--- src/rtl/mem_bus_arbiter_pkg.sv ---
// Shared types and constants for the cache/memory bus arbiter.
// Latency: n/a (declarations only).
// Backpressure: n/a (declarations only).
package mem_bus_arbiter_pkg;

  // Bus command encoding shared by both caches and the memory side.
  typedef enum logic [1:0] {
    BUS_NONE  = 2'd0,
    BUS_LOAD  = 2'd1,
    BUS_STORE = 2'd2
  } BUS_COMMAND;

  // Requester identity, stored per tag in the owner table.
  typedef enum logic {
    REQ_DCACHE = 1'b0,
    REQ_ICACHE = 1'b1
  } req_id_t;

  localparam int MEM_TAG_W         = 4;
  localparam int NUM_MEM_TAGS      = 2 ** MEM_TAG_W;
  localparam int DCACHE_BLOCK_SIZE = 64;

  // A command asks for the bus whenever it is not BUS_NONE.
  function automatic logic is_request(input BUS_COMMAND cmd);
    return cmd != BUS_NONE;
  endfunction

endpackage

--- src/rtl/mem_tag_owner_table.sv ---
// Per-tag {valid, owner} table recording which cache owns each outstanding load.
// Latency: lookups are combinational; set/clear take effect at the next clock edge.
// Backpressure: none; a set and a clear of the same tag in one cycle resolve to the set.
//
// Ports:
//   clock, reset        system clock, synchronous active-low reset (clears all entries)
//   set_en/tag/owner    record a newly accepted load
//   set_valid           current valid bit of the entry addressed by set_tag
//   clr_en/clr_tag      release an entry whose data has returned
//   lookup_tag          tag to look up; lookup_valid/lookup_owner give the entry
module mem_tag_owner_table
  import mem_bus_arbiter_pkg::*;
#(
  parameter int TAG_W = MEM_TAG_W
) (
  input  logic             clock,
  input  logic             reset,
  input  logic             set_en,
  input  logic [TAG_W-1:0] set_tag,
  input  req_id_t          set_owner,
  output logic             set_valid,
  input  logic             clr_en,
  input  logic [TAG_W-1:0] clr_tag,
  input  logic [TAG_W-1:0] lookup_tag,
  output logic             lookup_valid,
  output req_id_t          lookup_owner
);

  localparam int N = 2 ** TAG_W;

  logic [N-1:0] valid_q;
  req_id_t      owner_q [N];

  always_ff @(posedge clock) begin
    if (!reset) begin
      valid_q <= '0;
      for (int k = 0; k < N; k++) begin
        owner_q[k] <= REQ_DCACHE;
      end
    end else begin
      if (clr_en) begin
        valid_q[clr_tag] <= 1'b0;
      end
      // Ordered after the clear so a same-tag reuse keeps the new owner.
      if (set_en) begin
        valid_q[set_tag] <= 1'b1;
        owner_q[set_tag] <= set_owner;
      end
    end
  end

  assign set_valid    = valid_q[set_tag];
  assign lookup_valid = valid_q[lookup_tag];
  assign lookup_owner = owner_q[lookup_tag];

endmodule

--- src/rtl/mem_bus_arbiter.sv ---
// Arbitrates dcache/icache onto one tagged memory bus and steers returning tags to their owner.
// Latency: request and return paths are combinational (zero cycles); bookkeeping updates at the edge.
// Backpressure: memory refuses with response 0; the granted cache sees 0 and retries, priority holds.
//
// Ports:
//   clock, reset                         system clock, synchronous active-low reset
//   d_cmd/d_addr/d_data, d_response      dcache request and issued tag (0 = refused)
//   i_cmd/i_addr, i_response             icache request and issued tag (0 = refused)
//   d_tag, i_tag                         completing tag per cache (0 = none)
//   arb2mem_command/addr/data            forwarded request
//   mem2arb_response/tag/data_in         memory acceptance tag, completing tag and data
//   mem2arb_data                         returned data broadcast to both caches
//   d_outstanding, i_outstanding         loads in flight per cache
//   tag_err                              sticky protocol-error flag
module mem_bus_arbiter
  import mem_bus_arbiter_pkg::*;
#(
  parameter int ADDR_W = 64,
  parameter int DATA_W = DCACHE_BLOCK_SIZE,
  parameter int TAG_W  = MEM_TAG_W
) (
  input  logic              clock,
  input  logic              reset,
  input  BUS_COMMAND        d_cmd,
  input  logic [ADDR_W-1:0] d_addr,
  input  logic [DATA_W-1:0] d_data,
  output logic [TAG_W-1:0]  d_response,
  output logic [TAG_W-1:0]  d_tag,
  input  BUS_COMMAND        i_cmd,
  input  logic [ADDR_W-1:0] i_addr,
  output logic [TAG_W-1:0]  i_response,
  output logic [TAG_W-1:0]  i_tag,
  output logic [DATA_W-1:0] mem2arb_data,
  output BUS_COMMAND        arb2mem_command,
  output logic [ADDR_W-1:0] arb2mem_addr,
  output logic [DATA_W-1:0] arb2mem_data,
  input  logic [TAG_W-1:0]  mem2arb_response,
  input  logic [TAG_W-1:0]  mem2arb_tag,
  input  logic [DATA_W-1:0] mem2arb_data_in,
  output logic [TAG_W:0]    d_outstanding,
  output logic [TAG_W:0]    i_outstanding,
  output logic              tag_err
);

  localparam logic [TAG_W:0] CNT_MAX = (TAG_W+1)'(2 ** TAG_W - 1);

  req_id_t        prio_q;
  logic [TAG_W:0] d_cnt_q;
  logic [TAG_W:0] i_cnt_q;
  logic           tag_err_q;

  logic    d_req;
  logic    i_req;
  logic    i_store;
  logic    grant_vld;
  req_id_t grant_id;
  logic    accept;
  logic    load_accept;

  logic    ret_vld;
  logic    ret_hit;
  logic    lookup_valid;
  req_id_t lookup_owner;
  logic    set_valid;
  logic    same_tag_release;
  logic    err_set;

  logic    d_inc, d_dec, i_inc, i_dec;

  // An icache store is illegal: it never competes for the bus.
  assign d_req   = is_request(d_cmd);
  assign i_store = (i_cmd == BUS_STORE);
  assign i_req   = (i_cmd == BUS_LOAD);

  always_comb begin
    grant_vld = 1'b0;
    grant_id  = REQ_DCACHE;
    if (d_req && i_req) begin
      grant_vld = 1'b1;
      grant_id  = prio_q;
    end else if (d_req) begin
      grant_vld = 1'b1;
      grant_id  = REQ_DCACHE;
    end else if (i_req) begin
      grant_vld = 1'b1;
      grant_id  = REQ_ICACHE;
    end
  end

  assign accept      = grant_vld && (mem2arb_response != '0);
  assign load_accept = accept && (arb2mem_command == BUS_LOAD);

  always_comb begin
    arb2mem_command = BUS_NONE;
    arb2mem_addr    = '0;
    arb2mem_data    = '0;
    d_response      = '0;
    i_response      = '0;
    if (grant_vld) begin
      if (grant_id == REQ_DCACHE) begin
        arb2mem_command = d_cmd;
        arb2mem_addr    = d_addr;
        arb2mem_data    = d_data;
        d_response      = mem2arb_response;
      end else begin
        arb2mem_command = i_cmd;
        arb2mem_addr    = i_addr;
        i_response      = mem2arb_response;
      end
    end
  end

  mem_tag_owner_table #(
    .TAG_W (TAG_W)
  ) u_owner_table (
    .clock        (clock),
    .reset        (reset),
    .set_en       (load_accept),
    .set_tag      (mem2arb_response),
    .set_owner    (grant_id),
    .set_valid    (set_valid),
    .clr_en       (ret_hit),
    .clr_tag      (mem2arb_tag),
    .lookup_tag   (mem2arb_tag),
    .lookup_valid (lookup_valid),
    .lookup_owner (lookup_owner)
  );

  // Returns are only steered while out of reset; the table is being wiped otherwise.
  assign ret_vld = (mem2arb_tag != '0);
  assign ret_hit = reset && ret_vld && lookup_valid;

  assign d_tag        = (ret_hit && lookup_owner == REQ_DCACHE) ? mem2arb_tag : '0;
  assign i_tag        = (ret_hit && lookup_owner == REQ_ICACHE) ? mem2arb_tag : '0;
  assign mem2arb_data = mem2arb_data_in;

  // Reusing a tag that is being released this same cycle is legitimate.
  assign same_tag_release = ret_hit && (mem2arb_tag == mem2arb_response);
  assign err_set = (ret_vld && !lookup_valid)
                || (load_accept && set_valid && !same_tag_release)
                || i_store;

  assign d_inc = load_accept && (grant_id == REQ_DCACHE);
  assign i_inc = load_accept && (grant_id == REQ_ICACHE);
  assign d_dec = ret_hit && (lookup_owner == REQ_DCACHE);
  assign i_dec = ret_hit && (lookup_owner == REQ_ICACHE);

  function automatic logic [TAG_W:0] next_cnt(input logic [TAG_W:0] cnt,
                                              input logic inc, input logic dec);
    logic [TAG_W:0] nxt;
    nxt = cnt;
    if (inc && !dec && cnt != CNT_MAX) begin
      nxt = cnt + 1'b1;
    end else if (dec && !inc && cnt != '0) begin
      nxt = cnt - 1'b1;
    end
    return nxt;
  endfunction

  always_ff @(posedge clock) begin
    if (!reset) begin
      prio_q    <= REQ_DCACHE;
      d_cnt_q   <= '0;
      i_cnt_q   <= '0;
      tag_err_q <= 1'b0;
    end else begin
      // Priority passes to the loser only once the winner is actually accepted.
      if (accept) begin
        prio_q <= req_id_t'(~grant_id);
      end
      d_cnt_q <= next_cnt(d_cnt_q, d_inc, d_dec);
      i_cnt_q <= next_cnt(i_cnt_q, i_inc, i_dec);
      if (err_set) begin
        tag_err_q <= 1'b1;
      end
    end
  end

  assign d_outstanding = d_cnt_q;
  assign i_outstanding = i_cnt_q;
  assign tag_err       = tag_err_q;

endmodule

--- config.mk ---
export PLATFORM = sky130hd
export DESIGN_NAME = mem_bus_arbiter
export DESIGN_NICKNAME = d
export VERILOG_FILES = /design/src/rtl/mem_bus_arbiter_pkg.sv /design/src/rtl/mem_tag_owner_table.sv /design/src/rtl/mem_bus_arbiter.sv
export SDC_FILE = /design/constraint.sdc
export NUM_CORES = 1
export LEC_CHECK = 0
export CAP_MARGIN = 20
export CORE_AREA = 2 2 192 194
export DETAILED_ROUTE_END_ITERATION = 7
export DIE_AREA = 0 0 194 196
export PLACE_DENSITY = 0.48
export SYNTH_ARGS = -nofsm -noshare
export SYNTH_HDL_FRONTEND = slang
export SYNTH_SLANG_ARGS = --single-unit
--- constraint.sdc ---
create_clock -name clock -period 5.45 [get_ports clock]
set_input_delay 1.09 -clock clock [delete_from_list [all_inputs] [get_ports clock]]
set_output_delay 1.09 -clock clock [all_outputs]
set_load 0.005 [all_outputs]
# --- After elaboration in Yosys (flattened, before gate mapping) ---
# Memories as Yosys holds them, arrays and structs flattened.
# Cells that the tools add are included.
# W data, S select, Z words.
word_totals:
  reg_bits: 28
  memories: 1
  elab_cells: 103
  out_inout_bits: 221
  input_bits: 270
  ram_bits: 16
classes:
  add_sub_neg: 4
  reduce_logical: 39
  n_eq_ne: 6
  magnitude_cmp: 4
  n_bitwise: 5
  mux: 39
mem_list:
  columns: ["memory", "words", "width", "read_ports", "rd_ports_with_merged_regs", "write_ports", "line_no", "text"]
  rows:
  - ["u_owner_table.owner_q", 16, 1, 1, 0, 16, "mem_tag_owner_table.sv:32", "req_id_t owner_q [N];"]
op_table:
  columns: ["cell", "count"]
  rows:
  - ["$mux W64", 4]
  - ["$mux W16", 3]
  - ["$mux W4", 7]
  - ["$logic_and A1 B1 Y1", 23]
  - ["$mux W5", 4]
  - ["$and A16 B16 Y16", 1]
  - ["$not A16 Y16", 1]
  - ["$or A16 B16 Y16", 1]
  - ["$mux W1", 15]
  - ["$add A5 B1 Y5 const B", 2]
  - ["$lt A4 B5 Y1 const B", 2]
  - ["$ne A5 B4 Y1 const B", 2]
  - ["$reduce_bool A5 Y1", 2]
  - ["$sub A5 B1 Y5 const B", 2]
  - ["$bmux W1 S4", 2]
  - ["$demux W1 S4", 2]
  - ["$ge A4 B1 Y1 const B", 2]
  - ["$reduce_bool A4 Y1", 2]
  - ["$logic_not A1 Y1", 6]
  - ["$reduce_bool A2 Y1", 3]
  - ["$eq A2 B1 Y1 const B", 2]
  - ["$eq A4 B4 Y1", 1]
  - ["$mux W2", 2]
  - ["$eq A2 B2 Y1 const B", 1]
  - ["3 further kinds", 5]

# --- Depth between registers and ports, before layout ---
logic_depth:
  depth_word: 14
  ltp_mapped: 15

# --- Hierarchy ---
# Synthesis repeated with hierarchy kept, for this count alone.
hier_totals:
  hier_cells: 592
  hier_area_um2: 4548.1
modules_own_cells:
  columns: ["mod", "area_each_um2", "n_inst", "cells_each"]
  rows:
  - ["mem_bus_arbiter", 2835.2, 1, 423]
  - ["mem_tag_owner_table", 1712.9, 1, 169]

# --- Worst setup path after synthesis ---
# No wires, ideal clock.
synth_path:
  path_kind: "in2reg"
  from: "input port mem2arb_tag[0]"
  to: "register i_cnt_q[4] (netlist: i_outstanding[4])"
  setup_slack_ns: 1.742
  t_required_ns: 5.378
  setup_ns: 0.072
  arrival_time_ns: 3.637
  path_stages: 13
  path_buffers: 1
  path_cell_list: "buf_6 mux2_2 mux4_2 nand3_4 a21oi_4 or2_2 ha_1 nor2b_1 o21a_1 nor2_1 nor2_1 mux2i_1 mux2i_1"
synth_via:
  elab_chain_cells: 8
synth_lines:
  columns: ["item", "line_no", "text"]
  rows:
  - ["start, declared", "mem_bus_arbiter.sv:38", "input logic [TAG_W-1:0] mem2arb_tag,"]
  - ["$bmux W1 S4 / $reduce_bool A4 Y1 (equally long branches)", "mem_tag_owner_table.sv:53, mem_bus_arbiter.sv:130", null]
  - ["$mux W1 (implied by the code) / $logic_and A1 B1 Y1 (equally long branches)", "mem_tag_owner_table.sv:53, mem_bus_arbiter.sv:131", null]
  - ["$logic_and A1 B1 Y1", "mem_bus_arbiter.sv:131", "assign ret_hit = reset && ret_vld && lookup_valid;"]
  - ["$logic_and A1 B1 Y1 *", "mem_bus_arbiter.sv:146", "assign i_dec = ret_hit && (lookup_owner == REQ_ICACHE);"]
  - ["$logic_not A1 Y1", "mem_bus_arbiter.sv:152", "if (inc && !dec && cnt != CNT_MAX) begin"]
  - ["$logic_and A1 B1 Y1 (2 in series)", "mem_bus_arbiter.sv:152", null]
  - ["$mux W5 / $reduce_bool A2 Y1 (equally long branches)", null, null]
  - ["end signal, assigned", "mem_bus_arbiter.sv:172", "i_cnt_q <= next_cnt(i_cnt_q, i_inc, i_dec);"]
  - ["end, declared", "mem_bus_arbiter.sv:49", "logic [TAG_W:0] i_cnt_q;"]
# Every way passes the cells marked *; elsewhere a longest branch is shown, timed or not. The select of a mux whose other input is x is not followed.
# A chain may end at the register's enable or synchronous reset.

# --- Worst setup path in the final report ---
layout_path:
  from: "input port mem2arb_tag[0]"
  to: "output port d_tag[2]"
layout_via:
  elab_chain_cells: 5
layout_lines:
  columns: ["item", "line_no", "text"]
  rows:
  - ["$bmux W1 S4 / $reduce_bool A4 Y1 (equally long branches)", "mem_tag_owner_table.sv:53, mem_bus_arbiter.sv:130", null]
  - ["$mux W1 (implied by the code) / $logic_and A1 B1 Y1 (equally long branches)", "mem_tag_owner_table.sv:53, mem_bus_arbiter.sv:131", null]
  - ["$logic_and A1 B1 Y1", "mem_bus_arbiter.sv:131", null]
  - ["$logic_and A1 B1 Y1 *", "mem_bus_arbiter.sv:133", "assign d_tag = (ret_hit && lookup_owner == REQ_DCACHE) ? mem2arb_tag : '0;"]
  - ["$mux W4 *", "mem_bus_arbiter.sv:133", null]
  - ["end, declared", "mem_bus_arbiter.sv:28", "output logic [TAG_W-1:0] d_tag,"]
# Marks and branches as above.

==> metrics.txt <==
# TYPE chip_impl_metric gauge
chip_impl_metric{name="globalplace.congestion",unit=""} 0.8095
chip_impl_metric{name="fill_cells",unit=""} 4020
chip_impl_metric{name="synthToLayoutAreaGrowth",unit="%"} 83.00
chip_impl_metric{name="worst_clock_skew",unit="ns"} 0.002686
chip_impl_metric{name="max_freq",unit="GHz"} 0.2027
chip_impl_info{name="root_buffer_cell",value="sky130_fd_sc_hd__clkbuf_16"} 1
chip_impl_metric{name="yosys_top_cell_area_share",unit=""} 0.1881
chip_impl_info{name="cpMaxStageDelayCell",value="sky130_fd_sc_hd__clkdlybuf4s50_1"} 1
chip_impl_info{name="timing.critical_path.cells",value="clkdlybuf4s50_1, buf_4, mux2_2, mux4_2, nand3_4, a21boi_4, and2_1, clkdlybuf4s50_1"} 1
chip_impl_info{name="critical_path.reg2reg.endpoint",value="d_outstanding[4]"} 1
chip_impl_metric{name="yosysSeqAreaShare",unit=""} 0.1881
chip_impl_metric{name="h_tree_level_count",unit=""} 2
chip_impl_metric{name="timing.critical_path.arrival",unit="ns"} 3.84
chip_impl_metric{name="io_buffers",unit=""} 362
chip_impl_metric{name="min_delay_path_depth",unit=""} 2
chip_impl_metric{name="largest_fanout_on_the_critical_path",unit=""} 18
chip_impl_info{name="layout_common_cells",value="sky130_fd_sc_hd__clkdlybuf4s50_1, sky130_fd_sc_hd__nand2_1, sky130_fd_sc_hd__nand3_1, sky130_fd_sc_hd__and3_1, sky130_fd_sc_hd__dfxtp_1"} 1
chip_impl_metric{name="vias",unit=""} 5616
chip_impl_metric{name="totalWireLength",unit="µm"} 25340
chip_impl_metric{name="setup_viol_count_final",unit=""} 0
chip_impl_metric{name="layout_worst_path_cycle_share",unit=""} 0.9053
chip_impl_metric{name="initial_utilization",unit=""} 0.1298
chip_impl_metric{name="r2r_cells",unit=""} 9
chip_impl_metric{name="cts_buffers",unit=""} 5
chip_impl_metric{name="worst_ir_drop_vdd",unit="µV"} 103.8
chip_impl_metric{name="detailedRoute.firstIterationViolations",unit=""} 295
chip_impl_metric{name="grt_max_degree",unit=""} 150
chip_impl_metric{name="dpl.hpwl",unit="µm"} 20750
chip_impl_metric{name="drt_pass_1_iters",unit=""} 4
chip_impl_info{name="cts_tree",value="built"} 1
chip_impl_metric{name="worst_slew_pin_slew",unit="ns"} 0.9600
chip_impl_info{name="synth.largest_area_cell",value="sky130_fd_sc_hd__dfxtp_1"} 1
chip_impl_metric{name="static-leakage-power",unit="nW"} 3.537
chip_impl_metric{name="max-clock-path-buffers",unit=""} 2
chip_impl_metric{name="synthesis.area",unit="µm²"} 4682
chip_impl_info{name="worst_setup_path_endpoint",value="d_tag[2]"} 1
chip_impl_metric{name="final_nets",unit=""} 1219
chip_impl_metric{name="netlist_instances",unit=""} 673
chip_impl_metric{name="grt_pass1_wl",unit="µm"} 36820
chip_impl_metric{name="synthesized_area_per_cell",unit="µm²"} 6.957
chip_impl_metric{name="boundaryPins",unit=""} 491
chip_impl_info{name="layout_commonest_cell",value="sky130_fd_sc_hd__clkdlybuf4s50_1"} 1
chip_impl_metric{name="detail_route.vias_per_cell",unit=""} 3.980
chip_impl_metric{name="synth.ff_latch_count",unit=""} 44
chip_impl_metric{name="worst-endpoint-required",unit="ns"} 4.36
chip_impl_metric{name="r2r_slack",unit="ns"} 2.42
chip_impl_metric{name="final_max_slew_violation_count",unit=""} 0
chip_impl_metric{name="synth_fp_nets",unit=""} 952
chip_impl_metric{name="setup_tns",unit="ns"} 0
chip_impl_metric{name="maxCapViolations",unit=""} 0
chip_impl_metric{name="clk-insertion-delay-late",unit="ns"} 0.28
chip_impl_metric{name="dieWidth",unit="µm"} 194
chip_impl_info{name="timing_worst_setup_path_type",value="in2out"} 1
chip_impl_info{name="synthTopCellsByArea",value="sky130_fd_sc_hd__dfxtp_1, sky130_fd_sc_hd__nand2_1, sky130_fd_sc_hd__buf_4"} 1
chip_impl_metric{name="hold_buffers",unit=""} 0
chip_impl_info{name="grt_setup_unrepaired",value="false"} 1
chip_impl_metric{name="drt_drc_violations_left",unit=""} 0
chip_impl_metric{name="first_global_vias",unit=""} 5643
chip_impl_metric{name="post-cts-setup-buffers",unit=""} 0
chip_impl_info{name="timing.critical_path.mode_cell",value="sky130_fd_sc_hd__clkdlybuf4s50_1"} 1
chip_impl_metric{name="synth.lib_cells_used.distinct",unit=""} 51
chip_impl_info{name="r2r-start",value="prio_q"} 1
chip_impl_metric{name="postCtsResizedCells",unit=""} 0
chip_impl_metric{name="finish.utilization",unit=""} 0.2374
chip_impl_metric{name="design.die.area",unit="µm²"} 38020
chip_impl_metric{name="yosysWarningCount",unit=""} 0
chip_impl_info{name="end_kind",value="primary output"} 1
chip_impl_metric{name="clock_sinks",unit=""} 44
chip_impl_metric{name="globalRouteTotalUtil",unit=""} 0.1251
chip_impl_metric{name="grt_antenna_before_repair",unit=""} 3
chip_impl_metric{name="clkTransAtPathRegs",unit="ns"} 0.06
chip_impl_metric{name="synth-async-reset-ratio",unit=""} 0
chip_impl_metric{name="placement_rows",unit=""} 70
chip_impl_info{name="worst_setup_path_start_kind",value="input pin"} 1
chip_impl_metric{name="die-height",unit="µm"} 196
chip_impl_metric{name="drive_gt1_frac",unit=""} 0.06695
chip_impl_info{name="ys.flop_type",value="sky130_fd_sc_hd__dfxtp_1"} 1
chip_impl_info{name="status",value="finished clean"} 1
chip_impl_metric{name="synth-edff-count",unit=""} 0
chip_impl_metric{name="ant_nets",unit=""} 0
chip_impl_metric{name="routed_wire_length_per_instance",unit="µm"} 17.96
chip_impl_metric{name="gr-total-overflow",unit=""} 0
chip_impl_metric{name="power_density",unit="nW/µm²"} 157.2
chip_impl_metric{name="core_area",unit="µm²"} 36080
chip_impl_metric{name="fin_crit",unit="ns"} 4.934
chip_impl_info{name="critical_path.startpoint",value="mem2arb_tag[0]"} 1
chip_impl_metric{name="slew_headroom",unit=""} 0.3435
chip_impl_info{name="min-delay-path-class",value="reg2reg"} 1
chip_impl_metric{name="finalHoldViolations",unit=""} 0
chip_impl_metric{name="crit_path_max_incr_delay",unit="ns"} 0.63
power by group:
part           internal (mW)  total [mW]  switching (mW)
sequential             0.333       0.350          0.0171
clock                  0.230       0.360           0.130
combinational          0.393       0.636           0.243
worst max-delay path, delay by kind of cell:
kind	cells	cell delay [ns]
compound gates	1	0.13
mux	2	0.88
simple gates	2	0.34
buf+inv	3	1.39
state kept, by name (all words and copies together), names as in the netlist:
| register | count |
|---|---|
| u_owner_table.owner_q | 16 |
| u_owner_table.valid_q | 16 |
| d_outstanding | 5 |
| i_outstanding | 5 |
| prio_q | 1 |
| tag_err | 1 |
worst min path at each step:
stage	from	to	slack, ns
floorplan	u_owner_table.owner_q[0]	u_owner_table.owner_q[0]	0.43
global placement	u_owner_table.owner_q[14]	u_owner_table.owner_q[14]	0.45
detailed placement	u_owner_table.owner_q[0]	u_owner_table.owner_q[0]	0.46
CTS	u_owner_table.owner_q[2]	u_owner_table.owner_q[2]	0.47
global route	u_owner_table.owner_q[3]	u_owner_table.owner_q[3]	0.49
finish	u_owner_table.owner_q[2]	u_owner_table.owner_q[2]	0.47
final cells by class:
cell class,count,area (µm²),share of cell area
flip-flops and latches,44,880.8,0.1028
multi-input cells,503,3105,0.3624
clock inverters,2,38.79,0.004527
repair buffers,380,3791,0.4425
clock buffers,6,138.9,0.01621
inverters,6,22.52,0.002629
diodes,2,5.005,0.0005841
well taps,468,585.6,0.06834
cell families after synthesis:
family,share of synthesized area
XOR/XNOR,0.01309
multiplexers,0.1392
buffers and inverters,0.1542
AND/OR/NAND/NOR,0.4049
adder cells (fa/ha/maj),0.02726
AO/OA/AOI/OAI,0.07323
flip-flops,0.1881
routing by layer:
layer	GRT usage	share of wire	vias up
met5	0.007663	0.0021	-
met4	0.01964	0.0073	4
met3	0.03008	0.065	12
met2	0.2135	0.48	245
met1	0.1619	0.44	2590
li1	-	-	2765
synthesized netlist by cell type (all sizes together), types with 3 or more instances:
master  instances
a21boi          3
a21oi           9
a31o            9
a32o            3
and2           14
and3           69
buf            71
clkbuf         49
dfxtp          44
ha              7
inv             6
mux2            7
mux2i          32
mux4           10
nand2         181
nand2b          9
nand3          71
nand4           3
nor2           22
nor2b           8
nor3            7
o21a            3
o21ai           5
xnor2           6
through the flow:
stage / setup WS, ns / power (mW) / std cells / cell area [µm²] / hold slack (ns)
floorplan: 1.742 / 0.6185 / 673 / 4682 / 0.4303
global placement: 0.4959 / 0.9979 / 1401 / 8386 / 0.4508
detailed placement: 0.4963 / 1.001 / 1401 / 8386 / 0.4608
CTS: 0.4795 / 1.365 / 1409 / 8563 / 0.4705
global route: 0.3709 / 1.427 / 1411 / 8568 / 0.4868
finish: 0.5163 / 1.347 / 1411 / 8568 / 0.4694
Power figures use the tool's default switching activity.
